--- src/rtl/mu_afeser.sv ---
// mu_afeser: APB-programmed serial register writer for the AD9990 AFE.
// Frames (addr in [7:0], data in [31:8]) are queued in a small FIFO and
// shifted out LSB-first on afe_sl/afe_sck/afe_sdata at a programmable rate.
module mu_afeser #(
    parameter int unsigned FIFO_DEPTH = 4,
    parameter int unsigned DIV_W      = 8
) (
    input  logic        clk,
    input  logic        rst,
    input  logic        s_apb_psel,
    input  logic        s_apb_penable,
    input  logic        s_apb_pwrite,
    input  logic [31:0] s_apb_paddr,
    input  logic [31:0] s_apb_pwdata,
    output logic        s_apb_pready,
    output logic [31:0] s_apb_prdata,
    output logic        afe_rst,
    output logic        afe_sl,
    output logic        afe_sck,
    output logic        afe_sdata
);

    localparam int unsigned PTR_W = (FIFO_DEPTH > 1) ? $clog2(FIFO_DEPTH) : 1;
    localparam int unsigned LVL_W = PTR_W + 1;

    typedef enum logic [2:0] {
        IDLE,
        SETUP,
        SCKH,
        SCKL,
        HOLD,
        GAP
    } state_t;

    state_t             state;
    logic               ctrl_en;
    logic               ctrl_afe_rst;
    logic               ovf;
    logic [DIV_W-1:0]   clkdiv;
    logic [DIV_W-1:0]   timer;
    logic [31:0]        shifter;
    logic [5:0]         bit_cnt;
    logic               sl;
    logic               sck;
    logic               sdata;

    logic [31:0]        mem [FIFO_DEPTH];
    logic [PTR_W-1:0]   wptr;
    logic [PTR_W-1:0]   rptr;
    logic [LVL_W-1:0]   level;

    logic [1:0]         addr;
    logic               wr_en;
    logic               wr_ctrl;
    logic               wr_stat;
    logic               wr_div;
    logic               wr_data;
    logic               flush;
    logic               empty;
    logic               full;
    logic               push;
    logic               pop;
    logic               busy;
    logic [31:0]        rdata;
    logic               unused_paddr;

    assign addr         = s_apb_paddr[3:2];
    assign unused_paddr = ^{s_apb_paddr[31:4], s_apb_paddr[1:0]};
    assign wr_en        = s_apb_psel & s_apb_penable & s_apb_pwrite;
    assign wr_ctrl      = wr_en && (addr == 2'd0);
    assign wr_stat      = wr_en && (addr == 2'd1);
    assign wr_div       = wr_en && (addr == 2'd2);
    assign wr_data      = wr_en && (addr == 2'd3);
    assign flush        = wr_ctrl && s_apb_pwdata[1];
    assign empty        = (level == '0);
    assign full         = (level == LVL_W'(FIFO_DEPTH));
    assign push         = wr_data && !full;
    // A pop coinciding with FLUSH is suppressed so a flushed frame never starts.
    assign pop          = (state == IDLE) && ctrl_en && !empty && !flush;
    assign busy         = (state != IDLE) || (ctrl_en && !empty);

    assign s_apb_pready = 1'b1;
    assign afe_rst      = ctrl_afe_rst;
    assign afe_sl       = sl;
    assign afe_sck      = sck;
    assign afe_sdata    = sdata;

    // Read-data mux for the register map; unmapped bits read zero.
    always_comb begin
        rdata = '0;
        case (addr)
            2'd0: begin
                rdata[0] = ctrl_en;
                rdata[2] = ctrl_afe_rst;
            end
            2'd1: begin
                rdata[0]           = busy;
                rdata[1]           = empty;
                rdata[2]           = full;
                rdata[3]           = ovf;
                rdata[8 +: LVL_W]  = level;
            end
            2'd2:    rdata[DIV_W-1:0] = clkdiv;
            default: rdata = '0;
        endcase
    end

    // Control/status registers and registered APB read data (latched in setup phase).
    always_ff @(posedge clk or negedge rst) begin
        if (!rst) begin
            ctrl_en      <= 1'b0;
            ctrl_afe_rst <= 1'b0;
            clkdiv       <= DIV_W'(4);
            ovf          <= 1'b0;
            s_apb_prdata <= '0;
        end else begin
            if (wr_ctrl) begin
                ctrl_en      <= s_apb_pwdata[0];
                ctrl_afe_rst <= s_apb_pwdata[2];
            end
            if (wr_div) begin
                clkdiv <= s_apb_pwdata[DIV_W-1:0];
            end
            if (wr_data && full) begin
                ovf <= 1'b1;
            end else if (wr_stat && s_apb_pwdata[3]) begin
                ovf <= 1'b0;
            end
            if (s_apb_psel && !s_apb_penable) begin
                s_apb_prdata <= rdata;
            end
        end
    end

    // Frame FIFO: pointers wrap naturally, level tracks occupancy 0..FIFO_DEPTH.
    always_ff @(posedge clk or negedge rst) begin
        if (!rst) begin
            wptr  <= '0;
            rptr  <= '0;
            level <= '0;
            for (int unsigned i = 0; i < FIFO_DEPTH; i++) begin
                mem[i] <= '0;
            end
        end else if (flush) begin
            wptr  <= '0;
            rptr  <= '0;
            level <= '0;
        end else begin
            if (push) begin
                mem[wptr] <= s_apb_pwdata;
                wptr      <= wptr + 1'b1;
            end
            if (pop) begin
                rptr <= rptr + 1'b1;
            end
            case ({push, pop})
                2'b10:   level <= level + 1'b1;
                2'b01:   level <= level - 1'b1;
                default: level <= level;
            endcase
        end
    end

    // Shift engine: each non-idle state holds for CLKDIV+1 cycles, pins registered.
    always_ff @(posedge clk or negedge rst) begin
        if (!rst) begin
            state   <= IDLE;
            timer   <= '0;
            shifter <= '0;
            bit_cnt <= '0;
            sl      <= 1'b1;
            sck     <= 1'b0;
            sdata   <= 1'b0;
        end else if (state == IDLE) begin
            if (pop) begin
                shifter <= mem[rptr];
                bit_cnt <= '0;
                timer   <= clkdiv;
                sl      <= 1'b0;
                sdata   <= mem[rptr][0];
                state   <= SETUP;
            end
        end else if (timer != '0) begin
            timer <= timer - 1'b1;
        end else begin
            timer <= clkdiv;
            case (state)
                SETUP: begin
                    sck   <= 1'b1;
                    state <= SCKH;
                end
                SCKH: begin
                    sck     <= 1'b0;
                    shifter <= shifter >> 1;
                    sdata   <= shifter[1];
                    bit_cnt <= bit_cnt + 1'b1;
                    state   <= SCKL;
                end
                SCKL: begin
                    if (bit_cnt == 6'd32) begin
                        state <= HOLD;
                    end else begin
                        sck   <= 1'b1;
                        state <= SCKH;
                    end
                end
                HOLD: begin
                    sl    <= 1'b1;
                    state <= GAP;
                end
                default: state <= IDLE;
            endcase
        end
    end

endmodule

--- config.mk ---
export PLATFORM = sky130hd
export DESIGN_NAME = mu_afeser
export DESIGN_NICKNAME = d
export VERILOG_FILES = /design/src/rtl/mu_afeser.sv
export SDC_FILE = /design/constraint.sdc
export NUM_CORES = 1
export LEC_CHECK = 0
export BUFFER_PORTS_ARGS = -buffer_cell sky130_fd_sc_hd__buf_2
export CAP_MARGIN = 20
export CORE_MARGIN = 4
export CORE_UTILIZATION = 50
export CTS_CLUSTER_DIAMETER = 80
export CTS_CLUSTER_SIZE = 16
export DETAILED_ROUTE_END_ITERATION = 10
export PLACE_DENSITY = 0.66
export SLEW_MARGIN = 20
export SYNTH_ARGS = -nofsm -noshare
export SYNTH_HDL_FRONTEND = slang
export SYNTH_SLANG_ARGS = --single-unit
--- constraint.sdc ---
create_clock -name clk -period 3.2 [get_ports clk]
set_input_delay 0.16 -clock clk [delete_from_list [all_inputs] [get_ports clk]]
set_output_delay 0.16 -clock clk [all_outputs]
set_load 0.005 [all_outputs]
# After elaboration in Yosys (flattened, before gate mapping)
# Cells that the tools add are included.
[totals]
reg_bits = 209
latchBits = 0
mem_bits_rw = 0
rom_bits = 0
input_bits = 69
out_inout_bits = 37
word_cells = 131
mem_count = 0
[op_classes]
add_sub_neg = 6
mul = 0
div = 0
n_lt_le_gt_ge = 3
eq_ne = 14
n_shift = 0
mux = 46
bitwise_logic = 7
n_reduce_logical = 36
[op_table]
columns = ["op", "count"]
rows = [
  ["32-bit 2-to-1 mux", 7],
  ["128-bit bitwise mux", 1],
  ["32-bit binary-select mux with 2-bit select", 1],
  ["32-bit demux with 2-bit select", 1],
  ["6-bit 2-to-1 mux", 4],
  ["8-bit 2-to-1 mux", 3],
  ["3-bit 2-to-1 mux", 6],
  ["1-bit logical AND", 14],
  ["3-bit one-hot mux with 4 select lines", 1],
  ["1-bit 2-to-1 mux", 11],
  ["2-bit nonzero test", 5],
  ["1-bit one-hot mux with 3 select lines", 3],
  ["3-bit nonzero test", 3],
  ["2-bit 2-to-1 mux", 4],
  ["8-bit nonzero test", 1],
  ["8-bit by 1-bit subtractor with 8-bit output, second input constant", 1],
  ["6-bit by 1-bit adder with 6-bit output, second input constant", 1],
  ["2-bit == test, second input constant", 3],
  ["3-bit by 2-bit == test with 1-bit output, second input constant", 2],
  ["3-bit == test, second input constant", 2],
  ["6-bit == test, second input constant", 1],
  ["3-bit >= comparator, second input constant", 2],
  ["3-bit logical NOT", 2],
  ["2-bit inequality test, second input constant", 3],
  ["other kinds (18)", 30],
]

# Depth between registers and ports, before layout
[depth]
depth_word = 9
mapped_depth = 9
ltp_nobuf = 9

# Least setup slack after synthesis
# Ideal clock, no wire load.
[synth_timing]
path_kind = "register -> register"
startpoint = "register level[0]"
endpoint = "register level[2]"
setup_ns = 0.130
t_arrival_ns = 2.208
required_ns = 3.070
path_slack_ns = 0.862
path_stages_with_launch = 9
n_path_buf = 1
synth_period_minus_slack_ns = 2.338
cell_sequence = "dfrtp_1 -> clkbuf_1 -> o31ai_4 -> a211oi_2 -> and2_1 -> fa_1 -> a2111oi_1 -> o21ai_0 -> nor3b_1"
[synth_via]
elab_chain_cells = 7
elab_cells_between_ends = 14
classes_between = "add/sub: 2; eq/ne: 3; mux: 2; reduce/logical: 7"
[synth_rtl]
columns = ["element", "line", "rtl"]
rows = [
  ["from (decl)", "50", "logic [LVL_W-1:0] level;"],
  ["from (signal assigned)", "157", "2'b10: level <= level + 1'b1;"],
  ["from (signal assigned)", "158", "2'b01: level <= level - 1'b1;"],
  ["from (signal assigned)", "159", "default: level <= level;"],
  ["3-bit logical NOT", "75", "assign empty = (level == '0);"],
  ["1-bit logical NOT", "79", "assign pop = (state == IDLE) && ctrl_en && !empty && !flush;"],
  ["1-bit logical AND (2 in a row)", "79", ""],
  ["2-bit by 1-bit == test with 1-bit output / 2-bit == test (equally long branches)", "156", "case ({push, pop})"],
  ["3-bit one-hot mux with 2 select lines", "156", ""],
  ["3-bit 2-to-1 mux", "144", "end else if (flush) begin"],
]
# Several ways; a longest one is shown, not always the timed one.
# A chain may end at the register's enable or synchronous reset.

# Final worst setup path
# Ends and elaborated chain as after synthesis.

==> run_results.csv <==
group,metric,value,unit
run_status,status,"complete, no violations",
flow_run,cap_violations,0,
route,dr.max_layer_used,"met4",
grt,grt_max_degree,91,
cells_and_area,drive_gt1_share,35.6,%
sta,fmax,0.387,GHz
grt,grt_pass1_wl,34.0,mm
synth,syn_area_per_cell,12.9,µm²
floorplan,coreArea,19500,µm²
sta,holdWs,0.0166,ns
synth,ys_ff_latch,208,
sta,period_needed,2.58,ns
sta,slew_headroom,47.7,%
critical_path,setup.worst_path.start_class,"flip-flop",
synth,ys_types,62,
cts,clock_sinks,208,
route,drt_iter0_markers,381,
route,wl,20.7,mm
floorplan,fp-row-count,51,
grt,grt_pass1_vias,6503,
cts,cts_tree,"yes",
placement,placed_area,10400,µm²
floorplan,die_area,22100,µm²
critical_path,crit_fanout,10,
cells_and_area,area_delta_synth_final,11.8,%
cts,cts-hold-fix-buffers,27,
power,power_density,763,nW/µm²
floorplan,ios,106,
floorplan,start_util,50.9,%
critical_path,crit_buf_inv,0,
cells_and_area,nNetsFinal,919,
route,ant_nets,0,
cts,cts_setup_buffers,0,
power,peakVddDrop,0.411,mV
critical_path,cp_slowest_cell,"o31ai_4",
grt,antenna_found_initial,0,
critical_path,cp.required,3.55,ns
sta,fin_crit_sh,80.8,%
route,met3WireLength,978,µm
route,via_per_inst,5.61,
synth,synth_ff_type,"dfrtp_1",
sta,worst_pin_slew,0.780,ns
route,detail_route.wl_per_cell,18.7,µm
synth,ys_warn_count,0,
sta,worst_clock_skew,0.0112,ns
synth,synth_cells,769,
route,drc_errors,0,
route,firstDrtPassIters,5,
critical_path,cp_slowest_stage_delay,0.53,ns
floorplan,dieHeight,149,µm
sta,hold_viol,0,
sta,worst_slack,0.616,ns
critical_path,crit_family,"compound AO/OA/AOI/OAI gates",
sta,drv_slew,0,
cts,clock-root-buffer,"clkbuf_16",
placement,gp_congestion,0.792,
sta,tns,0,ns
grt,track_usage,19.1,%
cts,numCtsBuffers,16,
sta,setup_violations,0,
sta,rsz0062_at_grt,"false",
grt,grt_overflow,0,
cts,clkLatencyLatePin,0.47,ns
route,wl_met1,9.15,mm
cells_and_area,diodes,0,
cells_and_area,seqCellArea,5210,µm²
cells_and_area,multiInputGateArea,4340,µm²
synth,synthArstFlopShare,100,%
power,p_leak,5.34,nW
cts,htreeDepth,1,
placement,dp.cells,1056,
synth,synth_edf_count,0,
min_path,hold_path.class,"in -> reg",
cells_and_area,fillers,1601,
cts,clk_pin_slew,0.07,ns
route,vias,6199,
placement,dp_slack,0.660,ns
critical_path,crit_chain,"o31ai_4 > a211oi_2 > and2_1 > fa_1 > a2111oi_1 > o21ai_0 > nor3b_1",
floorplan,fp.dieW,149,µm
synth,yosysSeqAreaShare,52.6,%
synth,syn_area,9900,µm²
cells_and_area,fin_cells,1105,
route,wl_met2,10.2,mm
placement,dp_hpwl,13.3,mm
cts,clk_path_buf_depth,3,
critical_path,arrival,2.93,ns
placement,port_buffers,53,
critical_path,critPathKind,"reg -> reg",
cts,cts_resized,0,
cells_and_area,stdcell_area,11100,µm²
critical_path,endpoint_kind,"flip-flop",
final cells by class:
type,instances,share of cell area [%]
clock buffers,22,4.01
flip-flops and latches,208,47.1
multi-input cells,500,39.2
well taps,265,3.00
inverters,14,0.475
repair buffers,96,6.23
cells in the mapped netlist, types with 8 or more instances:
master	number	share of area (%)
nand2_1	123	4.7
buf_2	20	1.0
ha_1	13	1.6
o21ai_0	23	1.2
a21oi_1	12	0.61
nand3_1	8	0.40
clkbuf_1	21	0.80
nor2_1	9	0.34
inv_1	14	0.53
mux4_2	32	7.3
dfrtp_1	206	52
buf_4	22	1.7
mux2_2	165	19
worst reg2reg max path, cell delays in order (launching register included):
cell and delay [ns]:
dfrtp_1 0.51, o31ai_4 0.53, a211oi_2 0.14, and2_1 0.20, fa_1 0.40, a2111oi_1 0.38, o21ai_0 0.15, nor3b_1 0.16
worst paths after layout:
kind,start,end,slack [ns],depth (start not counted)
setup / recovery,level[0]$_DFFE_PN0P_,level[2]$_DFFE_PN0P_,0.62,7
hold / removal,s_apb_pwdata[7],mem[103]$_DFFE_PN0P_,0.02,2
setup reg to reg,level[0]$_DFFE_PN0P_,level[2]$_DFFE_PN0P_,0.62,7
hold reg to reg,s_apb_prdata[5]$_DFFE_PN0P_,s_apb_prdata[5]$_DFFE_PN0P_,0.48,2
max in group asynchronous,rst,mem[25]$_DFFE_PN0P_,1.91,3
min in group asynchronous,rst,level[0]$_DFFE_PN0P_,0.34,2
flip-flops by register name, indices dropped and copies added (netlist names):
| register | cells |
|---|---|
| timer | 8 |
| rptr | 2 |
| ovf | 1 |
| clkdiv | 8 |
| bit_cnt | 6 |
| level | 3 |
| afe_sl | 1 |
| wptr | 2 |
| afe_rst | 1 |
| state | 3 |
| afe_sck | 1 |
| s_apb_prdata | 11 |
| mem | 128 |
| shifter | 32 |
| ctrl_en | 1 |
report_power, final:
part	switching [mW]	internal, mW	total (mW)
Sequential	0.612	3.37	3.98
Clock	0.864	0.963	1.83
Combinational	1.23	1.42	2.65
kinds of logic (layout without fill, tap and decap cells):
group	Yosys count	count (layout)	synth area share [%]
muxes	207	207	27.1
DFF	208	208	52.6
and+or+nand+nor	182	182	8.67
adders and majority gates	14	14	1.84
buffers and inverters	81	132	4.40
xor gates and xnor gates	2	2	0.177
other	2	22	0.0758
AOI/OAI and AO/OA	73	73	5.13
layer usage:
layer / track usage [%] / up-vias
li1: - / 2820
met1: 26.2 / 3201
met2: 33.0 / 156
met3: 2.46 / 22
met4: 4.21 / 0
met5: 0 / -
cells in the final DEF, fill, tap and decap left out, types with 4 or more instances in the layout:
master	n
nand3_1	8
o21ai_0	23
a22oi_1	4
inv_1	14
a21oi_1	12
dfrtp_1	205
clkbuf_1	5
o31ai_1	5
mux2_1	6
nor3_1	7
ha_1	13
nand2_1	123
nor2_1	9
o22ai_1	4
mux4_2	32
mux2i_1	4
dlygate4sd3_1	27
clkbuf_16	17
conb_1	22
buf_4	14
mux2_2	165
buf_2	52
or4_1	7
stage by stage:
| step | util (%) | power [mW] |
|---|---|---|
| after global placement | 53.2 | 6.49 |
| after global routing | 56.9 | 9.00 |
| after detailed placement | 53.2 | 6.67 |
| final | 56.9 | 8.45 |
| after CTS | 56.9 | 8.55 |
| after floorplan | - | 5.90 |
No activity file was read; power rests on OpenSTA's default activity.
